## config.mk

```make
export PLATFORM = sky130hd
export DESIGN_NAME = ifm_rxs_seq
export DESIGN_NICKNAME = d
export VERILOG_FILES = /design/src/rtl/ifm_rxs_seq.sv
export SDC_FILE = /design/constraint.sdc
export NUM_CORES = 1
export LEC_CHECK = 0
export ABC_AREA = 1
export CORE_AREA = 4 4 124 126
export CTS_BUF_LIST = sky130_fd_sc_hd__clkbuf_8 sky130_fd_sc_hd__clkbuf_16
export DETAILED_ROUTE_END_ITERATION = 12
export DIE_AREA = 0 0 128 130
export GPL_ROUTABILITY_DRIVEN = 0
export GPL_TIMING_DRIVEN = 1
export PLACE_DENSITY_LB_ADDON = 0.25
export SYNTH_ARGS = -nofsm -noshare
export SYNTH_HDL_FRONTEND = slang
export SYNTH_SLANG_ARGS = --single-unit
```

## constraint.sdc

```tcl
create_clock -name s2mm_clk -period 10.4 [get_ports s2mm_clk]
set_clock_uncertainty 0.2 [all_clocks]
set_input_delay 1.04 -clock s2mm_clk [delete_from_list [all_inputs] [get_ports s2mm_clk]]
set_output_delay 1.04 -clock s2mm_clk [all_outputs]
set_load 0.01 [all_outputs]
```

## src/rtl/ifm_rxs_seq.sv

```systemverilog
// Per-frame sequencer: pops one descriptor, emits the rxs status frame, then
// releases exactly one data frame on rxd and checks its byte count.
module ifm_rxs_seq #(
    parameter int          C_STS_WORDS = 6,
    parameter logic [31:0] C_FLAG_WORD = 32'h5000_0000
) (
    input  logic        s2mm_clk,
    input  logic        s2mm_resetn,
    input  logic [36:0] desc_data,
    input  logic        desc_valid,
    output logic        desc_ready,
    input  logic [63:0] rxd_in_tdata,
    input  logic [7:0]  rxd_in_tkeep,
    input  logic        rxd_in_tlast,
    input  logic        rxd_in_tvalid,
    output logic        rxd_in_tready,
    output logic [63:0] rxd_tdata,
    output logic [7:0]  rxd_tkeep,
    output logic        rxd_tlast,
    output logic        rxd_tvalid,
    input  logic        rxd_tready,
    output logic [31:0] rxs_tdata,
    output logic [3:0]  rxs_tkeep,
    output logic        rxs_tlast,
    output logic        rxs_tvalid,
    input  logic        rxs_tready,
    output logic [31:0] frame_cnt,
    output logic        len_err
);

    typedef enum logic [1:0] {
        ST_IDLE = 2'd0,
        ST_STS  = 2'd1,
        ST_DATA = 2'd2
    } state_t;

    localparam logic [3:0] LAST_IDX = 4'(C_STS_WORDS - 1);

    state_t      state_r;
    state_t      state_s;
    logic [36:0] desc_r;
    logic [3:0]  word_idx_r;
    logic [16:0] acc_r;
    logic [31:0] frame_cnt_r;
    logic        len_err_r;
    logic [31:0] rxs_tdata_r;
    logic [3:0]  rxs_tkeep_r;
    logic        rxs_tlast_r;
    logic        rxs_tvalid_r;

    logic        desc_acc_s;
    logic        sts_hs_s;
    logic        sts_last_s;
    logic        in_data_s;
    logic        beat_hs_s;
    logic        frame_end_s;
    logic [16:0] final_sum_s;

    function automatic logic [3:0] popcount8(input logic [7:0] keep);
        logic [3:0] cnt;
        cnt = 4'd0;
        for (int i = 0; i < 8; i++) begin
            cnt = cnt + {3'd0, keep[i]};
        end
        return cnt;
    endfunction

    function automatic logic [31:0] sts_word(input logic [3:0] idx, input logic [36:0] d);
        logic [31:0] w;
        case (idx)
            4'd0:    w = C_FLAG_WORD;
            4'd1:    w = {27'd0, d[36:32]};
            4'd2:    w = {16'd0, d[31:16]};
            4'd4:    w = {16'd0, d[15:0]};
            default: w = 32'd0;
        endcase
        return w;
    endfunction

    assign desc_ready  = (state_r == ST_IDLE);
    assign desc_acc_s  = desc_ready && desc_valid;
    assign sts_hs_s    = rxs_tvalid_r && rxs_tready;
    assign sts_last_s  = sts_hs_s && (word_idx_r == LAST_IDX);
    assign in_data_s   = (state_r == ST_DATA);
    assign beat_hs_s   = in_data_s && rxd_in_tvalid && rxd_tready;
    assign frame_end_s = beat_hs_s && rxd_in_tlast;
    assign final_sum_s = acc_r + {13'd0, popcount8(rxd_in_tkeep)};

    // Data stream is a gated pass-through of the good FIFO while in DATA.
    assign rxd_tdata     = rxd_in_tdata;
    assign rxd_tkeep     = rxd_in_tkeep;
    assign rxd_tlast     = rxd_in_tlast;
    assign rxd_tvalid    = in_data_s && rxd_in_tvalid;
    assign rxd_in_tready = in_data_s && rxd_tready;

    assign rxs_tdata  = rxs_tdata_r;
    assign rxs_tkeep  = rxs_tkeep_r;
    assign rxs_tlast  = rxs_tlast_r;
    assign rxs_tvalid = rxs_tvalid_r;
    assign frame_cnt  = frame_cnt_r;
    assign len_err    = len_err_r;

    // State register.
    always_ff @(posedge s2mm_clk or negedge s2mm_resetn) begin
        if (!s2mm_resetn) begin
            state_r <= ST_IDLE;
        end else begin
            state_r <= state_s;
        end
    end

    // Next-state decode; a zero-length descriptor skips the data phase.
    always_comb begin
        state_s = state_r;
        case (state_r)
            ST_IDLE: begin
                if (desc_valid) state_s = ST_STS;
                else            state_s = ST_IDLE;
            end
            ST_STS: begin
                if (sts_last_s) state_s = (desc_r[15:0] == 16'd0) ? ST_IDLE : ST_DATA;
                else            state_s = ST_STS;
            end
            ST_DATA: begin
                if (frame_end_s) state_s = ST_IDLE;
                else             state_s = ST_DATA;
            end
            default: state_s = ST_IDLE;
        endcase
    end

    // Status word generator; word k+1 is preloaded on the handshake of word k.
    always_ff @(posedge s2mm_clk or negedge s2mm_resetn) begin
        if (!s2mm_resetn) begin
            desc_r       <= 37'd0;
            word_idx_r   <= 4'd0;
            rxs_tvalid_r <= 1'b0;
            rxs_tdata_r  <= 32'd0;
            rxs_tkeep_r  <= 4'd0;
            rxs_tlast_r  <= 1'b0;
        end else if (desc_acc_s) begin
            desc_r       <= desc_data;
            word_idx_r   <= 4'd0;
            rxs_tvalid_r <= 1'b1;
            rxs_tdata_r  <= sts_word(4'd0, desc_data);
            rxs_tkeep_r  <= 4'hF;
            rxs_tlast_r  <= 1'b0;
        end else if (sts_last_s) begin
            rxs_tvalid_r <= 1'b0;
            rxs_tdata_r  <= 32'd0;
            rxs_tkeep_r  <= 4'd0;
            rxs_tlast_r  <= 1'b0;
        end else if (sts_hs_s) begin
            word_idx_r  <= word_idx_r + 4'd1;
            rxs_tdata_r <= sts_word(word_idx_r + 4'd1, desc_r);
            rxs_tlast_r <= ((word_idx_r + 4'd1) == LAST_IDX);
        end
    end

    // Byte accounting, delivered-frame counter and length-mismatch pulse.
    always_ff @(posedge s2mm_clk or negedge s2mm_resetn) begin
        if (!s2mm_resetn) begin
            acc_r       <= 17'd0;
            frame_cnt_r <= 32'd0;
            len_err_r   <= 1'b0;
        end else begin
            len_err_r <= frame_end_s && (final_sum_s != {1'b0, desc_r[15:0]});
            if (desc_acc_s) begin
                acc_r <= 17'd0;
            end else if (beat_hs_s) begin
                acc_r <= final_sum_s;
            end
            if (frame_end_s) begin
                frame_cnt_r <= frame_cnt_r + 32'd1;
            end
        end
    end

endmodule

```

==> results.tsv <==
stage	metric	value	unit
sta	Slew headroom	39.7	%
cts	clk sinks	112	
worst_setup_path	worst r2r path cells	17	
synthesis	sequential area share after synthesis	41.9	%
power	P_leak	3.75	nW
die	Starting Density	46.7	%
routing	Avg WL per Cell	15.1	µm
finish	commonest non-fill, non-tap cell in the layout	nand2_1	
die	Die W	128	µm
finish	Layout fillers	1355	
global_routing	met3 GRT Util	2.99	%
sta	unrepaired setup endpoints after global routing	no	
cts	htree depth	3	
worst_setup_path	Data arrival, critical path	4.99	ns
finish	diode count	0	
finish	layout cell share with drive strength beyond 1	4.85	%
sta	Max Freq	0.203	GHz
die	Die ar.	16600	µm²
worst_setup_path	worst reg-to-reg setup slack	6.75	ns
finish	Synth-to-Final Area Change	15.6	%
cts	TritonCTS clock tree	built	
sta	Worst Max-Slew Pin Slew	0.905	ns
worst_setup_path	Data required, critical path	10.45	ns
worst_setup_path	R2R Path Start	acc_r[0]$_DFFE_PN0P_	
synthesis	FF+latch count, synth	112	
synthesis	synthesized area	6690	µm²
synthesis	Netlist cell types	38	
global_routing	initial antenna violation count	0	
routing	antenna-violating nets left	0	
global_routing	routing usage on met2	30.5	%
worst_hold_path	Hold Path Cell Cnt	2	
cts	clk_lat worst skew	0.35	ns
cts	CTS buffer count	9	
global_routing	GR Util met1	29.0	%
power	Cell Pwr Density	211	nW/µm²
routing	drt pass-1 iters	5	
worst_setup_path	largest fanout on the critical path	4	
cts	Post-CTS Repair Setup Buffers	0	
global_routing	number of global-route vias before repair	5304	
cts	# resized after CTS	0	
die	Top-Level Pins	263	
cts	hold buffers post-CTS	0	
finish	fin area	7730	µm²
worst_hold_path	Hold EP	desc_r[16]$_DFFE_PN0P_	
synthesis	synth warn	0	
routing	drt first-iter violations	380	
routing	vias	5379	
cts	clock root cell	clkbuf_16	
synthesis	Mapped Avg Cell Area	7.93	µm²
cts	Clock transition at path regs	0.07	ns
sta	Final Cycle Share	47.5	%
finish	Final Core Density	54.0	%
worst_hold_path	Hold Crit Class	register to register	
power	power after layout	0.00163	W
global_routing	GRT Overall Usage	20.2	%
finish	most frequent cells in the layout	nand2_1, clkdlybuf4s50_1, dfrtp_1	
global_routing	global-route wire length before repair	26900	µm
routing	drt drc	0	
cts	Clock Path Buffers	2	
worst_setup_path	R2R Path End	len_err$_DFF_PN0_	
finish	fin nets	1013	
sta	Slew Viols, Final	0	
die	row count	44	
power	worst vdd ir	0.165	mV
worst_setup_path	critical path type	input port to register	
placed_design	HPWL after detailed placement	12000	µm
sta	Setup TNS	0	ns
global_routing	GRT busiest layer	met2	
placed_design	area post-placement	7430	µm²
routing	WL final	16100	µm
worst_setup_path	CP startpoint kind	input port	
sta	final hold vios	0	
sta	# setup viols final	0	
worst_hold_path	hold_sp	desc_r[16]$_DFFE_PN0P_	
global_routing	largest net degree at the start of global routing	73	
job	maxcap violations	0	
die	die height	130	µm
synthesis	Mapped Cells	844	
global_routing	total grt overflow	0	
routing	DR vias/cell	5.03	
placed_design	I/O Buffers	120	
worst_setup_path	Worst setup EP type	register	
die	core box area	14300	µm²
sta	Tmin final	4.94	ns
outcome	status	finished clean	
-- kinds of logic after synthesis --
kind of cell / Yosys count / synth area share (%)
AO/OA/AOI/OAI: 85 / 6.96
XOR/XNOR: 34 / 4.56
adder cells (fa/ha/maj): 16 / 3.55
buffers and inverters: 213 / 17.2
flip-flops: 112 / 41.9
other: 1 / 0.0560
AND/OR/NAND/NOR: 383 / 25.8
-- report_power, final --
part	internal (W)	switching [W]
logic	0.000250	0.000371
registers	0.000564	0.0000944
clock network	0.000189	0.000166
total	0.00100	0.000631
-- worst max-delay path by stage --
stage	startpoint	slack [ns]	end	cells past startpoint
floorplan	rxd_in_tkeep[0]	5.83	len_err$_DFF_PN0_	18
finish	rxd_in_tkeep[0]	5.46	len_err$_DFF_PN0_	19
CTS	rxd_in_tkeep[0]	5.46	len_err$_DFF_PN0_	19
detailed placement	rxd_in_tkeep[0]	5.07	len_err$_DFF_PN0_	19
global route	rxd_in_tkeep[0]	5.12	len_err$_DFF_PN0_	19
global placement	rxd_in_tkeep[0]	5.12	len_err$_DFF_PN0_	19
-- cell usage after synthesis (all sizes together) --
master	n	area, µm²
nand2	215	822
dfrtp	112	2800
inv	102	383
buf	94	702
nand3	81	418
nor2	52	249
o21ai	52	260
o22ai	24	150
xor2	23	209
clkbuf	16	60.1
nand4	15	109
ha	11	138
nor3	11	60.1
xnor2	11	96.3
a21oi	5	25.0
fa	5	100
nor4	5	37.5
a31oi	2	12.5
and2	1	6.26
clkinv	1	3.75
conb	1	3.75
nand3b	1	7.51
nor3b	1	12.5
o221ai	1	8.76
o311ai	1	8.76
or2	1	6.26
-- sequential cells by signal (all words and copies together), names as in the netlist --
| name | count |
|---|---|
| acc_r | 17 |
| desc_r | 37 |
| frame_cnt | 32 |
| len_err | 1 |
| rxs_tdata | 17 |
| rxs_tkeep | 1 |
| rxs_tlast | 1 |
| state_r | 2 |
| word_idx_r | 4 |
-- final cells by class --
cell class	count	area (µm²)	area share, %
flip-flops and latches	112	2800	36.2
multi-input cells	532	2790	36.1
repair buffers	123	1220	15.8
inverters	103	387	5.00
well taps	184	230	2.98
clock buffers	9	225	2.91
clock inverters	7	77.6	1.00
-- critical path, stage by stage --
cell	delay [ns]
clkdlybuf4s50_1	0.45
fa_1	0.54
inv_1	0.05
fa_1	0.49
fa_1	0.42
fa_1	0.42
fa_1	0.37
inv_1	0.11
nand3_1	0.07
nand2_1	0.12
nand2_1	0.11
o21ai_0	0.22
nand2_1	0.11
nand2_1	0.07
nand2_1	0.04
nor2_1	0.10
nand3_1	0.07
nor2_1	0.13
nor2_1	0.05
-- through the flow --
step	setup WS, ns	hold WS [ns]	instances
after floorplan	5.83	0.249	857
after global placement	5.12	0.278	1054
after detailed placement	5.07	0.282	1054
after CTS	5.46	0.300	1070
after global routing	5.12	0.305	1070
final	5.46	0.292	1070
-- layer usage --
| metal | part of all wire, % | up-vias |
|---|---|---|
| li1 | - | 2671 |
| met2 | 44 | 169 |
| met3 | 6.2 | 54 |
| met4 | 3.1 | 0 |
| met1 | 46 | 2485 |
| met5 | 0 | - |
Note: power is estimated with default switching activity, not from simulation.
